**src/rtl/cpu_pkg.sv**
```systemverilog
// rtl/cpu_pkg.sv - opcodes, step encoding and instruction classes for the control sequencer
package cpu_pkg;

  localparam logic [4:0] OP_LD   = 5'b00000;
  localparam logic [4:0] OP_LDI  = 5'b00001;
  localparam logic [4:0] OP_ST   = 5'b00010;
  localparam logic [4:0] OP_ADD  = 5'b00011;
  localparam logic [4:0] OP_SUB  = 5'b00100;
  localparam logic [4:0] OP_AND  = 5'b00101;
  localparam logic [4:0] OP_OR   = 5'b00110;
  localparam logic [4:0] OP_ROR  = 5'b00111;
  localparam logic [4:0] OP_ROL  = 5'b01000;
  localparam logic [4:0] OP_SHR  = 5'b01001;
  localparam logic [4:0] OP_SHRA = 5'b01010;
  localparam logic [4:0] OP_SHL  = 5'b01011;
  localparam logic [4:0] OP_ADDI = 5'b01100;
  localparam logic [4:0] OP_ANDI = 5'b01101;
  localparam logic [4:0] OP_ORI  = 5'b01110;
  localparam logic [4:0] OP_DIV  = 5'b01111;
  localparam logic [4:0] OP_MUL  = 5'b10000;
  localparam logic [4:0] OP_NEG  = 5'b10001;
  localparam logic [4:0] OP_NOT  = 5'b10010;
  localparam logic [4:0] OP_BR   = 5'b10011;
  localparam logic [4:0] OP_JR   = 5'b10100;
  localparam logic [4:0] OP_JAL  = 5'b10101;
  localparam logic [4:0] OP_IN   = 5'b10110;
  localparam logic [4:0] OP_OUT  = 5'b10111;
  localparam logic [4:0] OP_MFHI = 5'b11000;
  localparam logic [4:0] OP_MFLO = 5'b11001;
  localparam logic [4:0] OP_NOP  = 5'b11010;
  localparam logic [4:0] OP_HALT = 5'b11011;

  typedef enum logic [3:0] {
    ST_RST, ST_T0, ST_T1, ST_T2, ST_T3, ST_T4, ST_T5, ST_T6, ST_T7, ST_HALT
  } step_e;

  typedef enum logic [4:0] {
    CL_RTYPE, CL_IMM, CL_LD, CL_LDI, CL_ST, CL_MULDIV, CL_NEGNOT, CL_BR,
    CL_JR, CL_JAL, CL_IN, CL_OUT, CL_MFHI, CL_MFLO, CL_NOP, CL_HALT, CL_ILLEGAL
  } instr_class_e;

  typedef struct packed {
    logic and_op;
    logic or_op;
    logic add;
    logic sub;
    logic mul;
    logic div;
    logic shr;
    logic shra;
    logic shl;
    logic ror_op;
    logic rol_op;
    logic neg;
    logic not_op;
  } alu_op_t;

  // Final execute step of each class; the step after it is T0 (or HALT).
  function automatic step_e last_step(instr_class_e cls);
    step_e s;
    case (cls)
      CL_RTYPE, CL_IMM, CL_LDI: s = ST_T5;
      CL_LD, CL_ST:             s = ST_T7;
      CL_MULDIV, CL_BR:         s = ST_T6;
      CL_NEGNOT, CL_JAL:        s = ST_T4;
      default:                  s = ST_T3;
    endcase
    return s;
  endfunction

endpackage

```
**src/rtl/control_sequencer_if.sv**
```systemverilog
// rtl/control_sequencer_if.sv - instruction/condition inputs and datapath control strobes
interface control_sequencer_if;
  logic [31:0] ir;
  logic        con_ff;
  logic        run;
  logic HIout, LOout, Zhighout, Zlowout, PCout, MDRout, INout, Cout, MARout, Read, IncPC;
  logic AND, OR, ADD, SUB, MUL, DIV, SHR, SHRA, SHL, ROR, ROL, NEG, NOT;
  logic Gra, Grb, Grc, Rin, Rout, BAout;
  logic HIin, LOin, PCin, IRin, Zin, Yin, MARin, MDRin, CONin, OUT_Portin;
  logic read_mem, write_mem, CON_RESET, PCSave;

  modport master (
    input  ir, con_ff,
    output run,
    output HIout, LOout, Zhighout, Zlowout, PCout, MDRout, INout, Cout, MARout, Read, IncPC,
    output AND, OR, ADD, SUB, MUL, DIV, SHR, SHRA, SHL, ROR, ROL, NEG, NOT,
    output Gra, Grb, Grc, Rin, Rout, BAout,
    output HIin, LOin, PCin, IRin, Zin, Yin, MARin, MDRin, CONin, OUT_Portin,
    output read_mem, write_mem, CON_RESET, PCSave
  );

  modport slave (
    output ir, con_ff,
    input  run,
    input  HIout, LOout, Zhighout, Zlowout, PCout, MDRout, INout, Cout, MARout, Read, IncPC,
    input  AND, OR, ADD, SUB, MUL, DIV, SHR, SHRA, SHL, ROR, ROL, NEG, NOT,
    input  Gra, Grb, Grc, Rin, Rout, BAout,
    input  HIin, LOin, PCin, IRin, Zin, Yin, MARin, MDRin, CONin, OUT_Portin,
    input  read_mem, write_mem, CON_RESET, PCSave
  );
endinterface

```
**src/rtl/cu_decode.sv**
```systemverilog
// rtl/cu_decode.sv - maps a 5-bit opcode to its instruction class and one-hot ALU operation
module cu_decode
  import cpu_pkg::*;
(
  input  logic [4:0]   opcode,
  output instr_class_e cls,
  output alu_op_t      alu_op
);

  always_comb begin
    cls    = CL_ILLEGAL;
    alu_op = '0;
    case (opcode)
      OP_LD:   begin cls = CL_LD;     alu_op.add    = 1'b1; end
      OP_LDI:  begin cls = CL_LDI;    alu_op.add    = 1'b1; end
      OP_ST:   begin cls = CL_ST;     alu_op.add    = 1'b1; end
      OP_ADD:  begin cls = CL_RTYPE;  alu_op.add    = 1'b1; end
      OP_SUB:  begin cls = CL_RTYPE;  alu_op.sub    = 1'b1; end
      OP_AND:  begin cls = CL_RTYPE;  alu_op.and_op = 1'b1; end
      OP_OR:   begin cls = CL_RTYPE;  alu_op.or_op  = 1'b1; end
      OP_ROR:  begin cls = CL_RTYPE;  alu_op.ror_op = 1'b1; end
      OP_ROL:  begin cls = CL_RTYPE;  alu_op.rol_op = 1'b1; end
      OP_SHR:  begin cls = CL_RTYPE;  alu_op.shr    = 1'b1; end
      OP_SHRA: begin cls = CL_RTYPE;  alu_op.shra   = 1'b1; end
      OP_SHL:  begin cls = CL_RTYPE;  alu_op.shl    = 1'b1; end
      OP_ADDI: begin cls = CL_IMM;    alu_op.add    = 1'b1; end
      OP_ANDI: begin cls = CL_IMM;    alu_op.and_op = 1'b1; end
      OP_ORI:  begin cls = CL_IMM;    alu_op.or_op  = 1'b1; end
      OP_DIV:  begin cls = CL_MULDIV; alu_op.div    = 1'b1; end
      OP_MUL:  begin cls = CL_MULDIV; alu_op.mul    = 1'b1; end
      OP_NEG:  begin cls = CL_NEGNOT; alu_op.neg    = 1'b1; end
      OP_NOT:  begin cls = CL_NEGNOT; alu_op.not_op = 1'b1; end
      OP_BR:   begin cls = CL_BR;     alu_op.add    = 1'b1; end
      OP_JR:   cls = CL_JR;
      OP_JAL:  cls = CL_JAL;
      OP_IN:   cls = CL_IN;
      OP_OUT:  cls = CL_OUT;
      OP_MFHI: cls = CL_MFHI;
      OP_MFLO: cls = CL_MFLO;
      OP_NOP:  cls = CL_NOP;
      OP_HALT: cls = CL_HALT;
      default: cls = CL_ILLEGAL;
    endcase
  end

endmodule

```
**src/rtl/control_sequencer.sv**
```systemverilog
// rtl/control_sequencer.sv - step-counter control unit; define CU_ILLEGAL_TRAP_EN to halt on undefined opcodes
module control_sequencer
  import cpu_pkg::*;
(
  input  logic                clk,
  input  logic                reset,
  control_sequencer_if.master cs
);

  step_e        step_q, step_d;
  logic [4:0]   opcode_q, opcode_d;
  instr_class_e cls;
  alu_op_t      alu_op;
  logic         alu_en;
  logic         br_add;
  logic         stops;
  logic         unused_ir_bits;

  assign unused_ir_bits = ^cs.ir[26:0];

  cu_decode u_decode (
    .opcode (opcode_q),
    .cls    (cls),
    .alu_op (alu_op)
  );

`ifdef CU_ILLEGAL_TRAP_EN
  assign stops = (cls == CL_HALT) || (cls == CL_ILLEGAL);
`else
  assign stops = (cls == CL_HALT);
`endif

  always_ff @(posedge clk) begin
    if (reset) begin
      step_q   <= ST_RST;
      opcode_q <= '0;
    end else begin
      step_q   <= step_d;
      opcode_q <= opcode_d;
    end
  end

  always_comb begin
    opcode_d = (step_q == ST_T2) ? cs.ir[31:27] : opcode_q;
    step_d   = step_q;
    case (step_q)
      ST_RST:  step_d = ST_T0;
      ST_T0:   step_d = ST_T1;
      ST_T1:   step_d = ST_T2;
      ST_T2:   step_d = ST_T3;
      ST_HALT: step_d = ST_HALT;
      default: begin
        if (step_q == last_step(cls)) step_d = stops ? ST_HALT : ST_T0;
        else                          step_d = step_e'(step_q + 4'd1);
      end
    endcase
  end

  always_comb begin
    cs.run = 1'b1;
    cs.HIout = 1'b0; cs.LOout = 1'b0; cs.Zhighout = 1'b0; cs.Zlowout = 1'b0;
    cs.PCout = 1'b0; cs.MDRout = 1'b0; cs.INout = 1'b0; cs.Cout = 1'b0;
    cs.MARout = 1'b0; cs.Read = 1'b0; cs.IncPC = 1'b0;
    cs.Gra = 1'b0; cs.Grb = 1'b0; cs.Grc = 1'b0; cs.Rin = 1'b0; cs.Rout = 1'b0; cs.BAout = 1'b0;
    cs.HIin = 1'b0; cs.LOin = 1'b0; cs.PCin = 1'b0; cs.IRin = 1'b0; cs.Zin = 1'b0;
    cs.Yin = 1'b0; cs.MARin = 1'b0; cs.MDRin = 1'b0; cs.CONin = 1'b0; cs.OUT_Portin = 1'b0;
    cs.read_mem = 1'b0; cs.write_mem = 1'b0; cs.CON_RESET = 1'b0; cs.PCSave = 1'b0;
    alu_en = 1'b0;
    br_add = 1'b0;

    case (step_q)
      ST_RST: cs.CON_RESET = 1'b1;
      ST_T0: begin cs.IncPC = 1'b1; cs.MARin = 1'b1; cs.PCin = 1'b1; end
      ST_T1: begin cs.read_mem = 1'b1; cs.Read = 1'b1; cs.MDRin = 1'b1; end
      ST_T2: begin cs.MDRout = 1'b1; cs.IRin = 1'b1; end
      ST_T3: begin
        case (cls)
          CL_RTYPE, CL_IMM: begin cs.Grb = 1'b1; cs.Rout = 1'b1; cs.Yin = 1'b1; end
          CL_LD, CL_LDI, CL_ST: begin cs.Grb = 1'b1; cs.BAout = 1'b1; cs.Yin = 1'b1; end
          CL_MULDIV: begin cs.Gra = 1'b1; cs.Rout = 1'b1; cs.Yin = 1'b1; end
          CL_NEGNOT: begin cs.Grb = 1'b1; cs.Rout = 1'b1; cs.Zin = 1'b1; alu_en = 1'b1; end
          CL_BR:     begin cs.Gra = 1'b1; cs.Rout = 1'b1; cs.CONin = 1'b1; end
          CL_JR:     begin cs.Gra = 1'b1; cs.Rout = 1'b1; cs.PCin = 1'b1; end
          // R8 is selected by the datapath when PCSave is high.
          CL_JAL:    begin cs.PCout = 1'b1; cs.PCSave = 1'b1; cs.Rin = 1'b1; end
          CL_IN:     begin cs.INout = 1'b1; cs.Gra = 1'b1; cs.Rin = 1'b1; end
          CL_OUT:    begin cs.Gra = 1'b1; cs.Rout = 1'b1; cs.OUT_Portin = 1'b1; end
          CL_MFHI:   begin cs.HIout = 1'b1; cs.Gra = 1'b1; cs.Rin = 1'b1; end
          CL_MFLO:   begin cs.LOout = 1'b1; cs.Gra = 1'b1; cs.Rin = 1'b1; end
          default: ;
        endcase
      end
      ST_T4: begin
        case (cls)
          CL_RTYPE: begin cs.Grc = 1'b1; cs.Rout = 1'b1; cs.Zin = 1'b1; alu_en = 1'b1; end
          CL_IMM, CL_LD, CL_LDI, CL_ST: begin cs.Cout = 1'b1; cs.Zin = 1'b1; alu_en = 1'b1; end
          CL_MULDIV: begin cs.Grb = 1'b1; cs.Rout = 1'b1; cs.Zin = 1'b1; alu_en = 1'b1; end
          CL_NEGNOT: begin cs.Zlowout = 1'b1; cs.Gra = 1'b1; cs.Rin = 1'b1; end
          CL_BR:     begin cs.PCout = 1'b1; cs.Yin = 1'b1; end
          CL_JAL:    begin cs.Gra = 1'b1; cs.Rout = 1'b1; cs.PCin = 1'b1; end
          default: ;
        endcase
      end
      ST_T5: begin
        case (cls)
          CL_RTYPE, CL_IMM, CL_LDI: begin cs.Zlowout = 1'b1; cs.Gra = 1'b1; cs.Rin = 1'b1; end
          CL_LD, CL_ST: begin cs.Zlowout = 1'b1; cs.MARin = 1'b1; end
          CL_MULDIV:    begin cs.Zlowout = 1'b1; cs.LOin = 1'b1; end
          CL_BR:        begin cs.Cout = 1'b1; cs.Zin = 1'b1; br_add = 1'b1; end
          default: ;
        endcase
      end
      ST_T6: begin
        case (cls)
          CL_LD:     begin cs.read_mem = 1'b1; cs.Read = 1'b1; cs.MDRin = 1'b1; end
          CL_ST:     begin cs.Gra = 1'b1; cs.Rout = 1'b1; cs.MDRin = 1'b1; end
          CL_MULDIV: begin cs.Zhighout = 1'b1; cs.HIin = 1'b1; end
          CL_BR:     begin cs.Zlowout = cs.con_ff; cs.PCin = cs.con_ff; end
          default: ;
        endcase
      end
      ST_T7: begin
        case (cls)
          CL_LD: begin cs.MDRout = 1'b1; cs.Gra = 1'b1; cs.Rin = 1'b1; end
          // A reset arriving in the store cycle must not let the write through.
          CL_ST: cs.write_mem = !reset;
          default: ;
        endcase
      end
      ST_HALT: cs.run = 1'b0;
      default: ;
    endcase

    cs.AND  = alu_en & alu_op.and_op;
    cs.OR   = alu_en & alu_op.or_op;
    cs.ADD  = (alu_en & alu_op.add) | br_add;
    cs.SUB  = alu_en & alu_op.sub;
    cs.MUL  = alu_en & alu_op.mul;
    cs.DIV  = alu_en & alu_op.div;
    cs.SHR  = alu_en & alu_op.shr;
    cs.SHRA = alu_en & alu_op.shra;
    cs.SHL  = alu_en & alu_op.shl;
    cs.ROR  = alu_en & alu_op.ror_op;
    cs.ROL  = alu_en & alu_op.rol_op;
    cs.NEG  = alu_en & alu_op.neg;
    cs.NOT  = alu_en & alu_op.not_op;
  end

endmodule
```
**src/flat_wrapper.sv**
```systemverilog
// flat-port wrapper written by rule: the top's interface ports become plain ports
module control_sequencer_flat import cpu_pkg::*;
  (clk, reset, cs_ir, cs_con_ff, cs_run, cs_HIout, cs_LOout, cs_Zhighout, cs_Zlowout, cs_PCout, cs_MDRout, cs_INout, cs_Cout, cs_MARout, cs_Read, cs_IncPC, cs_AND, cs_OR, cs_ADD, cs_SUB, cs_MUL, cs_DIV, cs_SHR, cs_SHRA, cs_SHL, cs_ROR, cs_ROL, cs_NEG, cs_NOT, cs_Gra, cs_Grb, cs_Grc, cs_Rin, cs_Rout, cs_BAout, cs_HIin, cs_LOin, cs_PCin, cs_IRin, cs_Zin, cs_Yin, cs_MARin, cs_MDRin, cs_CONin, cs_OUT_Portin, cs_read_mem, cs_write_mem, cs_CON_RESET, cs_PCSave);
  control_sequencer_if cs_i ();
  input  logic clk;
  input  logic reset;
  input wire logic [$bits(cs_i.ir)-1:0] cs_ir;
  input wire logic [$bits(cs_i.con_ff)-1:0] cs_con_ff;
  output wire logic [$bits(cs_i.run)-1:0] cs_run;
  output wire logic [$bits(cs_i.HIout)-1:0] cs_HIout;
  output wire logic [$bits(cs_i.LOout)-1:0] cs_LOout;
  output wire logic [$bits(cs_i.Zhighout)-1:0] cs_Zhighout;
  output wire logic [$bits(cs_i.Zlowout)-1:0] cs_Zlowout;
  output wire logic [$bits(cs_i.PCout)-1:0] cs_PCout;
  output wire logic [$bits(cs_i.MDRout)-1:0] cs_MDRout;
  output wire logic [$bits(cs_i.INout)-1:0] cs_INout;
  output wire logic [$bits(cs_i.Cout)-1:0] cs_Cout;
  output wire logic [$bits(cs_i.MARout)-1:0] cs_MARout;
  output wire logic [$bits(cs_i.Read)-1:0] cs_Read;
  output wire logic [$bits(cs_i.IncPC)-1:0] cs_IncPC;
  output wire logic [$bits(cs_i.AND)-1:0] cs_AND;
  output wire logic [$bits(cs_i.OR)-1:0] cs_OR;
  output wire logic [$bits(cs_i.ADD)-1:0] cs_ADD;
  output wire logic [$bits(cs_i.SUB)-1:0] cs_SUB;
  output wire logic [$bits(cs_i.MUL)-1:0] cs_MUL;
  output wire logic [$bits(cs_i.DIV)-1:0] cs_DIV;
  output wire logic [$bits(cs_i.SHR)-1:0] cs_SHR;
  output wire logic [$bits(cs_i.SHRA)-1:0] cs_SHRA;
  output wire logic [$bits(cs_i.SHL)-1:0] cs_SHL;
  output wire logic [$bits(cs_i.ROR)-1:0] cs_ROR;
  output wire logic [$bits(cs_i.ROL)-1:0] cs_ROL;
  output wire logic [$bits(cs_i.NEG)-1:0] cs_NEG;
  output wire logic [$bits(cs_i.NOT)-1:0] cs_NOT;
  output wire logic [$bits(cs_i.Gra)-1:0] cs_Gra;
  output wire logic [$bits(cs_i.Grb)-1:0] cs_Grb;
  output wire logic [$bits(cs_i.Grc)-1:0] cs_Grc;
  output wire logic [$bits(cs_i.Rin)-1:0] cs_Rin;
  output wire logic [$bits(cs_i.Rout)-1:0] cs_Rout;
  output wire logic [$bits(cs_i.BAout)-1:0] cs_BAout;
  output wire logic [$bits(cs_i.HIin)-1:0] cs_HIin;
  output wire logic [$bits(cs_i.LOin)-1:0] cs_LOin;
  output wire logic [$bits(cs_i.PCin)-1:0] cs_PCin;
  output wire logic [$bits(cs_i.IRin)-1:0] cs_IRin;
  output wire logic [$bits(cs_i.Zin)-1:0] cs_Zin;
  output wire logic [$bits(cs_i.Yin)-1:0] cs_Yin;
  output wire logic [$bits(cs_i.MARin)-1:0] cs_MARin;
  output wire logic [$bits(cs_i.MDRin)-1:0] cs_MDRin;
  output wire logic [$bits(cs_i.CONin)-1:0] cs_CONin;
  output wire logic [$bits(cs_i.OUT_Portin)-1:0] cs_OUT_Portin;
  output wire logic [$bits(cs_i.read_mem)-1:0] cs_read_mem;
  output wire logic [$bits(cs_i.write_mem)-1:0] cs_write_mem;
  output wire logic [$bits(cs_i.CON_RESET)-1:0] cs_CON_RESET;
  output wire logic [$bits(cs_i.PCSave)-1:0] cs_PCSave;
  assign cs_i.ir = cs_ir;
  assign cs_i.con_ff = cs_con_ff;
  assign cs_run = cs_i.run;
  assign cs_HIout = cs_i.HIout;
  assign cs_LOout = cs_i.LOout;
  assign cs_Zhighout = cs_i.Zhighout;
  assign cs_Zlowout = cs_i.Zlowout;
  assign cs_PCout = cs_i.PCout;
  assign cs_MDRout = cs_i.MDRout;
  assign cs_INout = cs_i.INout;
  assign cs_Cout = cs_i.Cout;
  assign cs_MARout = cs_i.MARout;
  assign cs_Read = cs_i.Read;
  assign cs_IncPC = cs_i.IncPC;
  assign cs_AND = cs_i.AND;
  assign cs_OR = cs_i.OR;
  assign cs_ADD = cs_i.ADD;
  assign cs_SUB = cs_i.SUB;
  assign cs_MUL = cs_i.MUL;
  assign cs_DIV = cs_i.DIV;
  assign cs_SHR = cs_i.SHR;
  assign cs_SHRA = cs_i.SHRA;
  assign cs_SHL = cs_i.SHL;
  assign cs_ROR = cs_i.ROR;
  assign cs_ROL = cs_i.ROL;
  assign cs_NEG = cs_i.NEG;
  assign cs_NOT = cs_i.NOT;
  assign cs_Gra = cs_i.Gra;
  assign cs_Grb = cs_i.Grb;
  assign cs_Grc = cs_i.Grc;
  assign cs_Rin = cs_i.Rin;
  assign cs_Rout = cs_i.Rout;
  assign cs_BAout = cs_i.BAout;
  assign cs_HIin = cs_i.HIin;
  assign cs_LOin = cs_i.LOin;
  assign cs_PCin = cs_i.PCin;
  assign cs_IRin = cs_i.IRin;
  assign cs_Zin = cs_i.Zin;
  assign cs_Yin = cs_i.Yin;
  assign cs_MARin = cs_i.MARin;
  assign cs_MDRin = cs_i.MDRin;
  assign cs_CONin = cs_i.CONin;
  assign cs_OUT_Portin = cs_i.OUT_Portin;
  assign cs_read_mem = cs_i.read_mem;
  assign cs_write_mem = cs_i.write_mem;
  assign cs_CON_RESET = cs_i.CON_RESET;
  assign cs_PCSave = cs_i.PCSave;
  control_sequencer u_core (.clk(clk), .reset(reset), .cs(cs_i));
endmodule
```
**config.mk**
```make
export PLATFORM = sky130hd
export DESIGN_NAME = control_sequencer_flat
export DESIGN_NICKNAME = d
export VERILOG_FILES = /design/src/rtl/cpu_pkg.sv /design/src/rtl/control_sequencer_if.sv /design/src/rtl/cu_decode.sv /design/src/rtl/control_sequencer.sv /design/src/flat_wrapper.sv
export SDC_FILE = /design/constraint.sdc
export NUM_CORES = 1
export LEC_CHECK = 0
export ABC_AREA = 1
export CAP_MARGIN = 20
export CORE_UTILIZATION = 37
export DETAILED_ROUTE_END_ITERATION = 10
export PLACE_DENSITY = 0.78
export SYNTH_ARGS = -nofsm -noshare
export SYNTH_HDL_FRONTEND = slang
export SYNTH_SLANG_ARGS = --single-unit
export TNS_END_PERCENT = 10
```
**constraint.sdc**
```tcl
create_clock -name clk -period 2.4 [get_ports clk]
set_clock_uncertainty 0.1 [all_clocks]
set_input_delay 0.48 -clock clk [delete_from_list [all_inputs] [get_ports clk]]
set_output_delay 0.48 -clock clk [all_outputs]
set_load 0.03 [all_outputs]
```
==> impl_metrics.json <==
{
  "synth_compound_area_frac": 0.152,
  "p_total_w": 0.00207,
  "syn_inst": 235,
  "internal-power_w": 0.000973,
  "seq_area_sq_um": 194,
  "tns_ns": -2.62,
  "clock-sinks": 9,
  "die_x_microns": 63.4,
  "cp_top_family": "simple AND/OR/NAND/NOR gates",
  "layout_commonest_cell": "buf_4",
  "maxCapViolCount": 0,
  "num_vias": 1797,
  "yosysSeqAreaShare": 0.129,
  "multiInputGateArea_sq_um": 1110,
  "switching_power_w": 0.00110,
  "grt_util_all_layers": 0.229,
  "clk_latency_ns": 0.23,
  "cts_max_level": 1,
  "fmax_mhz": 386,
  "avgRoutedWirePerCell_microns": 12.3,
  "setup.worst_path.end_class": "output pin",
  "p_leak_nw": 1.15,
  "pwr-share-seq": 0.121,
  "synth_top_family_by_area": "simple AND/OR/NAND/NOR gates",
  "hpwl_microns": 3610,
  "drive_gt1_frac": 0.457,
  "syn_area_sq_um": 1400,
  "criticalPathCategory": "reg2out",
  "peakVddDrop_v": 0.000582,
  "synthArstFlopShare": 0,
  "startpoint_type": "register",
  "grt_pass1_vias": 1670,
  "hold_viol": 0,
  "maxSlewViolCount": 0,
  "rsz0062_at_grt": "true",
  "final_cell_mix": "74 x buf_4, 37 x nor2_1, 29 x inv_1, 28 x nand2_1, 18 x nand3_1",
  "vias_per_cell": 4.88,
  "yosysWarnings": 0,
  "ant_nets": 0,
  "period_needed_ns": 2.59,
  "gp_congestion": 0.913,
  "num_rows": 21,
  "diodes": 0,
  "numCtsBuffers": 3,
  "nNetsFinal": 362,
  "fin_ws_ns": -0.192,
  "synthSimpleGateAreaFrac": 0.491,
  "hold_path.class": "reg2reg",
  "power_density_nw_per_um2": 891,
  "cp.arrival_ns": 2.01,
  "holdBufCountCts": 0,
  "outcome": "finished with violations",
  "drt_pass1_iterations": 4,
  "min_period_over_period": 1.08,
  "drc": 0,
  "fillers": 327,
  "worst-path-max-fanout": 6,
  "chipHeight_microns": 63.4,
  "cp_cell_sequence": "nor2_4, buf_4, nand3_2, nand2_1, o21ai_4, nor2_4, nand2_2, nand2_4, nand2_4, nor4_4, buf_4",
  "worst_path_largest_cell_delay_ns": 0.37,
  "synth_edf_count": 0,
  "drtIter0Drc": 135,
  "ios": 80,
  "dieArea_sq_um": 4020,
  "cts_tree": "built",
  "synth-xor-area-share": 0.0314,
  "synth_fa_ha_area_frac": 0.0358,
  "setup_viol": 20,
  "core_area_sq_um": 3470,
  "pwr-share-clk": 0.085,
  "drt-total-wl_microns": 4520,
  "grt_overflow_total": 0,
  "path_buf_inv": 2,
  "ys_seq_elements": 9,
  "p_comb_frac": 0.795,
  "clkSlewWorstSetupHoldPaths_ns": 0.04,
  "synth_flop_cell": "dfxtp_1",
  "start_util": 0.403,
  "cp.required_ns": 1.82,
  "io_buffers": 51,
  "synth_cell_types": 37,
  "sw_frac_of_total": 0.530,
  "grt_first_pass_wirelength_microns": 7370,
  "grt_max_degree": 12,
  "synth_fp_nets": 274,
  "cts_buffer_depth": 2,
  "areaGrowthSynthToFinish_pct": 66.4,
  "syn_area_per_cell_sq_um": 5.94,
  "antenna_found_initial": 0,
  "violations": "setup timing",
  "cts_root_buffer": "clkbuf_8",
  "cp_slowest_cell": "dfxtp_4",
  "synthMuxAreaShare": 0
}
==> cell families after synthesis <==
family / count (synthesis)
AO/OA/AOI/OAI: 32
XOR/XNOR: 5
adder cells (fa/ha/maj): 4
buffers and inverters: 51
flip-flops: 9
other: 1
AND/OR/NAND/NOR: 133
==> flip-flops by register name (all words and copies together), names as in the netlist <==
register,flops
u_core.opcode_q,5
u_core.step_q,4
==> synth_stat cells, drive strengths merged (2+ instances only) <==
cell type  instances  area [sq um]
nor4               5          50.1
a211oi             6          45.0
ha                 4          50.1
nand2             39           169
nand4              4          25.0
clkinv             2          7.51
nor2              53           244
xor2               4          35.0
nor3               5          30.0
o22ai              2          12.5
buf                9          62.6
dfxtp              9           180
a31oi              2          12.5
o211ai             3          22.5
o21ai             12          71.3
nand3             26           160
inv               39           146
a21oi              5          32.5
==> power groups by stage <==
stage	Clock (W)	Combinational (W)	Sequential [W]
3_5_place_dp	0	0.00149	0.000238
6_report	0.000175	0.00164	0.000250
3_3_place_gp	0	0.00147	0.000237
4_1_cts	0.000183	0.00156	0.000242
5_1_grt	0.000190	0.00178	0.000254
2_1_floorplan	0	0.000965	0.000226
==> final timing paths <==
check	start	endpoint	slack [ns]	cells after the start
worst max-delay path	u_core.opcode_q[3]$_SDFFE_PP0P_	cs_ROR	-0.19	11
worst min register to register	u_core.opcode_q[2]$_SDFFE_PP0P_	u_core.opcode_q[2]$_SDFFE_PP0P_	0.50	2
worst max register to register	u_core.opcode_q[3]$_SDFFE_PP0P_	u_core.step_q[3]$_SDFF_PP0_	0.27	14
worst min-delay path	u_core.opcode_q[2]$_SDFFE_PP0P_	u_core.opcode_q[2]$_SDFFE_PP0P_	0.50	2
==> worst register-to-register path: stages (launching register included) <==
cell	delay (ns)
dfxtp_4	0.37
nor2_4	0.20
nand3_1	0.15
buf_4	0.16
nand2_1	0.11
inv_2	0.06
buf_4	0.14
nand3_2	0.06
xor2_1	0.20
nand3_1	0.12
nor2_2	0.12
nand2_1	0.06
nand2_1	0.07
nand2_1	0.06
a21oi_2	0.10
==> timing repair <==
action | CTS | global route
buffers inserted | 5 | 3
resized for setup | 25 | 19
pin swaps | 5 | 3
cloned | 1 | 0
setup endpoints to repair | 31 | 33
==> layout make-up <==
class                   instances  share of cell area
clock inverters                 1             0.00215
clock buffers                   3              0.0178
inverters                      41              0.0689
well taps                      46              0.0248
multi-input cells             175               0.476
repair inverters                1             0.00162
repair buffers                 92               0.325
flip-flops and latches          9              0.0835
==> routing by layer <==
metal | up-vias | share of wire | global-route usage
met5 | - | 0 | 0
met4 | 0 | 0.024 | 0.108
met3 | 10 | 0.038 | 0.0181
met2 | 54 | 0.47 | 0.383
met1 | 801 | 0.47 | 0.294
li1 | 932 | - | -
==> stage by stage <==
stage / cell area [sq um] / util / cells / hold WS, ns / setup WS [ns]
6_report: 2320 / 0.670 / 368 / 0.501 / -0.192
5_1_grt: 2320 / 0.670 / 368 / 0.520 / -0.308
4_1_cts: 2250 / 0.649 / 365 / 0.479 / -0.183
3_5_place_dp: 2100 / 0.605 / 355 / 0.496 / -0.0847
3_3_place_gp: 2100 / 0.605 / 355 / 0.497 / -0.0496
2_1_floorplan: 1440 / - / 235 / 0.462 / -0.126
Power figures use the tool's default switching activity.
